==> src/rtl/imem_line_responder.sv <==
// Instruction-memory line responder for the fetch unit.
// A small direct-mapped line buffer answers word fetches one cycle after the
// address is sampled. On a miss it stalls the fetch unit and refills the whole
// line from the external memory read port, beats arriving in ascending word order.
//
// Ports:
//   clk, rst_n     clock, asynchronous active-low reset
//   req_en         sample req_addr on this edge (ignored while imem_stall)
//   req_addr       fetch byte address, bits [1:0] ignored
//   inst_rdata     word for the sampled address, 0 when not a hit
//   inst_hit       inst_rdata valid this cycle
//   imem_stall     miss/refill in progress, fetch must hold
//   flush          invalidate all lines (single-cycle pulse)
//   mem_req_valid  refill request valid
//   mem_req_ready  fabric accepts the refill request
//   mem_req_addr   line-aligned refill byte address
//   mem_rsp_valid  refill beat valid
//   mem_rsp_data   refill beat data
module imem_line_responder #(
    parameter int unsigned ADDR_W         = 32,
    parameter int unsigned LINES          = 16,
    parameter int unsigned WORDS_PER_LINE = 4
) (
    input  logic              clk,
    input  logic              rst_n,
    input  logic              req_en,
    input  logic [ADDR_W-1:0] req_addr,
    output logic [31:0]       inst_rdata,
    output logic              inst_hit,
    output logic              imem_stall,
    input  logic              flush,
    output logic              mem_req_valid,
    input  logic              mem_req_ready,
    output logic [ADDR_W-1:0] mem_req_addr,
    input  logic              mem_rsp_valid,
    input  logic [31:0]       mem_rsp_data
);

    localparam int unsigned OFF_W   = $clog2(WORDS_PER_LINE);
    localparam int unsigned IDX_W   = $clog2(LINES);
    localparam int unsigned TAG_W   = ADDR_W - 2 - OFF_W - IDX_W;
    localparam int unsigned LSB_IDX = 2 + OFF_W;
    localparam int unsigned LSB_TAG = 2 + OFF_W + IDX_W;
    localparam int unsigned WORDS   = LINES * WORDS_PER_LINE;

    typedef enum logic [1:0] {
        S_IDLE = 2'd0,
        S_REQ  = 2'd1,
        S_FILL = 2'd2
    } state_t;

    state_t              state;
    state_t              state_next;

    logic [ADDR_W-1:0]   addr_q;
    logic                sampled_q;
    logic                flush_pend;
    logic [LINES-1:0]    valid_q;
    logic [OFF_W-1:0]    beat_cnt;
    logic [TAG_W-1:0]    tag_mem  [LINES];
    logic [31:0]         data_mem [WORDS];

    logic [IDX_W-1:0]    look_idx;
    logic [OFF_W-1:0]    look_off;
    logic [TAG_W-1:0]    look_tag;
    logic                hit;
    logic [IDX_W-1:0]    fill_idx;
    logic [TAG_W-1:0]    fill_tag;
    logic                fill_beat;
    logic                last_beat;

    // Lookup fields come from the staged address; refill fields from the
    // request address, which stays fixed for the whole refill.
    assign look_idx  = addr_q[LSB_IDX +: IDX_W];
    assign look_off  = addr_q[2 +: OFF_W];
    assign look_tag  = addr_q[LSB_TAG +: TAG_W];
    assign fill_idx  = mem_req_addr[LSB_IDX +: IDX_W];
    assign fill_tag  = mem_req_addr[LSB_TAG +: TAG_W];
    assign fill_beat = (state == S_FILL) && mem_rsp_valid;
    assign last_beat = fill_beat && (beat_cnt == OFF_W'(WORDS_PER_LINE - 1));

    assign hit = sampled_q && valid_q[look_idx] &&
                 (tag_mem[look_idx] == look_tag) && (state == S_IDLE);

    // State register.
    always_ff @(posedge clk or negedge rst_n) begin
        if (!rst_n) begin
            state <= S_IDLE;
        end else begin
            state <= state_next;
        end
    end

    // Next-state logic.
    always_comb begin
        state_next = state;
        case (state)
            S_IDLE: if (sampled_q && !hit) state_next = S_REQ;
            S_REQ:  if (mem_req_ready)     state_next = S_FILL;
            S_FILL: if (last_beat)         state_next = S_IDLE;
            default:                       state_next = S_IDLE;
        endcase
    end

    // Output logic; lookup results are visible in the cycle after sampling.
    always_comb begin
        mem_req_valid = 1'b0;
        inst_hit      = hit;
        imem_stall    = sampled_q && !hit;
        inst_rdata    = '0;
        if (state == S_REQ) mem_req_valid = 1'b1;
        if (hit) inst_rdata = data_mem[{look_idx, look_off}];
    end

    // Request staging, refill bookkeeping and line valid bits.
    always_ff @(posedge clk or negedge rst_n) begin
        if (!rst_n) begin
            addr_q       <= '0;
            sampled_q    <= 1'b0;
            flush_pend   <= 1'b0;
            valid_q      <= '0;
            beat_cnt     <= '0;
            mem_req_addr <= '0;
        end else begin
            if (req_en && !imem_stall) begin
                addr_q    <= req_addr;
                sampled_q <= 1'b1;
            end
            if ((state == S_IDLE) && (state_next == S_REQ)) begin
                mem_req_addr <= {addr_q[ADDR_W-1:LSB_IDX], {LSB_IDX{1'b0}}};
            end
            if ((state == S_REQ) && mem_req_ready) begin
                beat_cnt <= '0;
            end else if (fill_beat) begin
                beat_cnt <= beat_cnt + 1'b1;
            end
            // A flush during a refill lets the refill finish but keeps the
            // resulting line invalid, since its contents may predate the flush.
            if (flush) begin
                valid_q <= '0;
                if (state != S_IDLE) flush_pend <= 1'b1;
            end
            if (last_beat) begin
                valid_q[fill_idx] <= !flush_pend && !flush;
                flush_pend        <= 1'b0;
            end
        end
    end

    // Line storage; contents are only meaningful under a valid bit.
    always_ff @(posedge clk) begin
        if (fill_beat) begin
            data_mem[{fill_idx, beat_cnt}] <= mem_rsp_data;
        end
        if (last_beat) begin
            tag_mem[fill_idx] <= fill_tag;
        end
    end

endmodule

==> config.mk <==
export PLATFORM = sky130hd
export DESIGN_NAME = imem_line_responder
export DESIGN_NICKNAME = d
export VERILOG_FILES = /design/src/rtl/imem_line_responder.sv
export SDC_FILE = /design/constraint.sdc
export NUM_CORES = 2
export LEC_CHECK = 0
export BUFFER_PORTS_ARGS = -buffer_cell sky130_fd_sc_hd__buf_2
export CAP_MARGIN = 20
export CORE_MARGIN = 3
export CORE_UTILIZATION = 62
export CTS_CLUSTER_DIAMETER = 200
export DETAILED_ROUTE_END_ITERATION = 12
export PLACE_DENSITY = 0.84
export SYNTH_ARGS = -nofsm -noshare
export SYNTH_HDL_FRONTEND = slang
export SYNTH_SLANG_ARGS = --single-unit
export TNS_END_PERCENT = 1
==> constraint.sdc <==
create_clock -name clk -period 4.75 [get_ports clk]
set_clock_uncertainty 0.15 [all_clocks]
set_input_delay 0.2375 -clock clk [delete_from_list [all_inputs] [get_ports clk]]
set_output_delay 0.2375 -clock clk [all_outputs]
set_load 0.05 [all_outputs]
Word-level counts from Yosys, hierarchy flattened --
Memories as Yosys holds them, arrays and structs flattened. Cells that the tools add are included.
Word-level totals: flip-flop bits (word level) 82, bits in writable memories 2432, input bits 70, logic and storage cells 61, memories 2
Memory list:
- data_mem | words 64, bits a word 32, rd ports 1, clocked after memory_dff 0, write ports 1, line 61 | logic [31:0] data_mem [WORDS];
- tag_mem | words 16, bits a word 24, rd ports 1, clocked after memory_dff 0, write ports 1, line 60 | logic [TAG_W-1:0] tag_mem [LINES];
Operators by class: add/subtract/negate cells 1, $lt $le $gt $ge 3, eq/ne operators 5, mux-type cells 22, reduce and logical (&&, ||, !) cells 21
Operator list (count):
- 16-bit two-way mux | 2
- 32-bit two-way mux | 1
- 24-bit equality test | 1
- 16-bit bitwise mux | 1
- 1-bit logical AND | 11
- 4-bit by 5-bit less-than comparator with 1-bit output (second input constant) | 2
- 1-bit two-way mux | 10
- 2-bit two-way mux | 5
- 2-bit nonzero test | 4
- 2-bit one-hot mux with 3 select lines | 1
- 1-bit binary-select mux with 4-bit select | 1
- 1-bit demux with 4-bit select | 1
- 2-bit by 1-bit equality test with 1-bit output (second input constant) | 2
- 2-bit equality test (second input constant) | 2
- 4-bit by 1-bit >= comparator with 1-bit output (second input constant) | 1
- 1-bit logical NOT | 4
- 2-bit by 1-bit adder with 2-bit output (second input constant) | 1
- 2-bit logical NOT | 1
- 2-bit AND reduction | 1

Depth between registers and ports, before layout --
word-level depth 11, gate-level depth with buffers 16

Worst setup path after synthesis --
No wires, ideal clock.
kind register to output, start reg addr_q[4], end out inst_rdata[11], arrival time 3.786 ns, required time 4.363 ns, path slack 0.576 ns, cell stages (with the launch flop) 16, path buffers 7, path through dfrtp_1 > buf_6 > buf_6 > buf_6 > buf_6 > buf_2 > mux4_2 > mux2i_1 > xor2_1 > nand2_1 > o41ai_2 > nand3_1 > or4_1 > buf_2 > buf_6 > a311oi_2
On the way: word-level cells in the longest chain between the ends 6
RTL lines:
- start: declaration | line 55 | logic [ADDR_W-1:0] addr_q;
- start signal: assignment | line 126 | addr_q <= req_addr;
- branches (longest 5 deep; another with memory 16 x 24 bit)
- 32-bit two-way mux (*) | line 112 | if (hit) inst_rdata = data_mem[{look_idx, look_off}];
- end: declaration | line 28 | output logic [31:0] inst_rdata,
Mark *: on every way between the ends. The select of a mux whose other input is x is not followed.

Worst setup path after layout --
start reg addr_q[5], end out inst_rdata[12]
Same word-level chain as after synthesis.

==> results_dict.tcl <==
set metrics [dict create \
    status "finished with violations" \
    violations "setup timing" \
    synth_xor_area_share_pct 0.3347 \
    coreArea_um2 154600 \
    period_share_pct 108.2 \
    cts_max_path_buffers 3 \
    grtUsageTotal_pct 37.86 \
    p_per_area_nw_per_um2 444.5 \
    syn_avg_cell_area_um2 23.87 \
    maxCapViolCount 0 \
    die_width_um 401.2 \
    ant_nets 0 \
    synthMuxAreaShare_pct 18.73 \
    drc 0 \
    synth-seq-area-share_pct 77.49 \
    peakVddDrop_v 0.0004134 \
    crit_arrival_ns 4.75 \
    antenna_found_initial 12 \
    wl_met2_um 148700 \
    synth-seq-cells 2512 \
    clk_pin_slew_ns 0.07 \
    synth_simple_gate_area_share_pct 1.401 \
    fin_nets 4594 \
    cts_buffers 229 \
    cts_root_buf "clkbuf_16" \
    hold_path.class "in -> reg" \
    grt_pass1_wl_um 417100 \
    fin_area_um2 111900 \
    clock_latency_ns 0.87 \
    area_delta_synth_final_pct 15.52 \
    via_per_inst 7.582 \
    final-hold-violation-count 0 \
    power_uw 49720 \
    setup_tns_ns -11.06 \
    grt-ovfl-total 0 \
    max_freq_ghz 0.1945 \
    ys_types 61 \
    netlist_instances 4057 \
    slew_headroom_pct 20.72 \
    die_y_um 401.2 \
    fp-row-count 144 \
    tightestPinTransition_ns 1.186 \
    synth_top_family_by_area "multiplexers" \
    finalMaxSlewViolations 0 \
    startpoint_type "flop" \
    p_leak_uw 0.03502 \
    ioPinCount 137 \
    place_congestion 0.8831 \
    synthAdderAreaFrac_pct 0.01292 \
    worstSetupPathType "reg -> out" \
    clock-sinks 2512 \
    async_flop_share_pct 3.185 \
    netlist_area_um2 96820 \
    hpwl_um 144800 \
    wl_met1_um 88330 \
    wl_met3_um 41530 \
    htreeDepth 4 \
    grt_setup_unrepaired "true" \
    ys.flop_type "edfxtp_1" \
    die_area_um2 160900 \
    placed_area_um2 101900 \
    grt_pass1_vias 51620 \
    min_period_ns 5.142 \
    critPathCaptureType "output pin" \
    wl_per_cell_um 44.67 \
    layout-drive-gt1-share_pct 34.51 \
    synth_edf_count 2432 \
    start_util_pct 62.63 \
    vias 51330 \
    route.top_layer_used "met5" \
    crit_fanout 17 \
    finalWorstSetupSlack_ns -0.3917 \
    cts_tree "done" \
    utilization_pct 72.36 \
    synth-compound-area-share_pct 0.9188 \
    routed_wl_um 302400 \
    grt_max_degree 86 \
    port-buffer-count 130 \
    required_ns 4.36 \
    drtIter0Drc 10090 \
    dr.pass1.iters 8 \
    yosysWarnings 0 \
    setup_viol 38 \
]
## synth_stat cells, drive strengths merged, types with 2 or more instances
cell type | instances | area share [%]
nor3 | 4 | 0.021
a31oi | 3 | 0.019
or4 | 3 | 0.023
nor2b | 33 | 0.21
o31ai | 4 | 0.031
o211a | 2 | 0.021
o22ai | 2 | 0.013
mux4 | 747 | 17
or3 | 2 | 0.013
o41ai | 3 | 0.043
a221oi | 2 | 0.018
edfxtp | 2432 | 75
o2111ai | 3 | 0.027
nand2 | 72 | 0.28
and2 | 2 | 0.013
o211ai | 3 | 0.023
dfrtp | 80 | 2.1
nand4 | 6 | 0.039
o2bb2ai | 6 | 0.054
nor3b | 4 | 0.031
a211oi | 36 | 0.33
inv | 12 | 0.047
nand3b | 5 | 0.039
mux2 | 63 | 0.73
xor2 | 16 | 0.14
and4 | 2 | 0.018
a2111oi | 2 | 0.018
nor4 | 2 | 0.013
or2 | 3 | 0.019
nor2 | 120 | 0.47
a311oi | 7 | 0.11
nand3 | 16 | 0.083
clkbuf | 126 | 0.49
buf | 100 | 0.57
mux2i | 60 | 0.62
a22oi | 5 | 0.039
nand2b | 6 | 0.039
o21ai | 11 | 0.057
xnor2 | 21 | 0.19
a21oi | 6 | 0.031
o221ai | 2 | 0.018
and3 | 10 | 0.065
o31a | 2 | 0.018
## final cells by class
type,instances,area [µm²]
sequential,2512,75050
fill,7677,42740
multi-input combinational,1310,21580
clock buffer,278,5988
timing repair buffer,458,5025
tap,2044,2557
clock inverter,150,1579
inverter,12,50.05
antenna,6,15.01
## through the flow
step,hold slack (ns),cells,setup slack (ns)
after floorplan,-0.2081,4060,0.5761
after global placement,0.1295,6177,0.2688
after detailed placement,0.1420,6181,0.2821
after CTS,0.002846,6707,-0.2224
after global routing,0.03530,6766,-0.4213
final,0.03153,6770,-0.3917
## path summary, 6_finish.rpt
| kind | from | endpoint | slack, ns | cells past startpoint |
|---|---|---|---|---|
| setup reg to reg | addr_q[6]$_DFFE_PN0P_ | addr_q[30]$_DFFE_PN0P_ | -0.15 | 13 |
| hold reg to reg | valid_q[3]$_DFF_PN0_ | valid_q[3]$_DFF_PN0_ | 0.44 | 2 |
| min in group asynchronous | rst_n | addr_q[2]$_DFFE_PN0P_ | 0.40 | 4 |
| setup / recovery | addr_q[5]$_DFFE_PN0P_ | inst_rdata[12] | -0.39 | 12 |
| max in group asynchronous | rst_n | addr_q[6]$_DFFE_PN0P_ | 3.41 | 4 |
| hold / removal | req_addr[21] | addr_q[21]$_DFFE_PN0P_ | 0.03 | 3 |
## critical path: stages (launching register included)
cell and delay, ns:
dfrtp_4 0.51, buf_4 0.16, buf_4 0.14, mux4_2 0.53, mux2i_2 0.23, xor2_1 0.28
nor2_1 0.14, nor4_1 0.40, nand2_1 0.13, or4_4 0.60, buf_12 0.21, a211oi_2 0.36
buf_12 0.20
## layout by cell type (no fill, tap or decap), types with 11 or more instances in the layout
master         synthesis  layout
edfxtp_1            2432    2432
mux4_2               747     747
clkbuf_16              0     232
buf_4                 15     140
buf_12                 0     101
dlygate4sd3_1          0      97
buf_2                 31      96
nor2_4                 0      80
dfrtp_1               80      74
nand2_1               72      72
clkinv_1               0      58
mux2i_1               60      54
mux2_2                53      53
clkbuf_1             126      45
clkinv_2               0      44
nor2_1               120      40
bufinv_16              0      28
a211oi_1              27      23
xnor2_1               21      20
nor2b_1               33      18
xor2_1                16      16
nand3_1               16      16
a211oi_2               9      12
nor2b_4                0      11
## per-layer routing
layer  track usage, %  up-vias
met5                0        -
li1                 -    18280
met4            23.18        4
met2            61.09     5746
met1            46.69    26060
met3            9.750     1239
## report_power, final
part           total [µW]  leakage [µW]  switching [µW]  internal, µW
clock network       19300       0.00369            8750         10500
registers           25500        0.0230             606         24900
logic                4980       0.00838            3020          1960
total               49700        0.0350           12400         37300
## kinds of logic (layout without fill, tap and decap cells)
family / after synthesis / count (layout)
AND/OR/NAND/NOR: 293 / 293
AO/OA/AOI/OAI: 105 / 105
multiplexers: 870 / 870
other: 1 / 10
XOR/XNOR: 37 / 37
adder cells (fa/ha/maj): 1 / 1
buffers and inverters: 238 / 898
flip-flops: 2512 / 2512
## registers in the layout, summed over array words and instances (netlist names)
signal and cells:
sampled_q 1, state 2, tag_mem 384, valid_q 16, data_mem 2048, beat_cnt 2, addr_q 30, flush_pend 1
mem_req_addr 28
## repair_timing
action                                  4_1_cts  5_1_grt
hold buffers                                 80       18
gates cloned                                  3        0
hold endpoints to repair                    387     1082
pin swaps                                     6        3
gates resized for setup                      55       10
setup buffers                                15        1
endpoints found under the setup margin       34       38
Power figures use the tool's default switching activity.
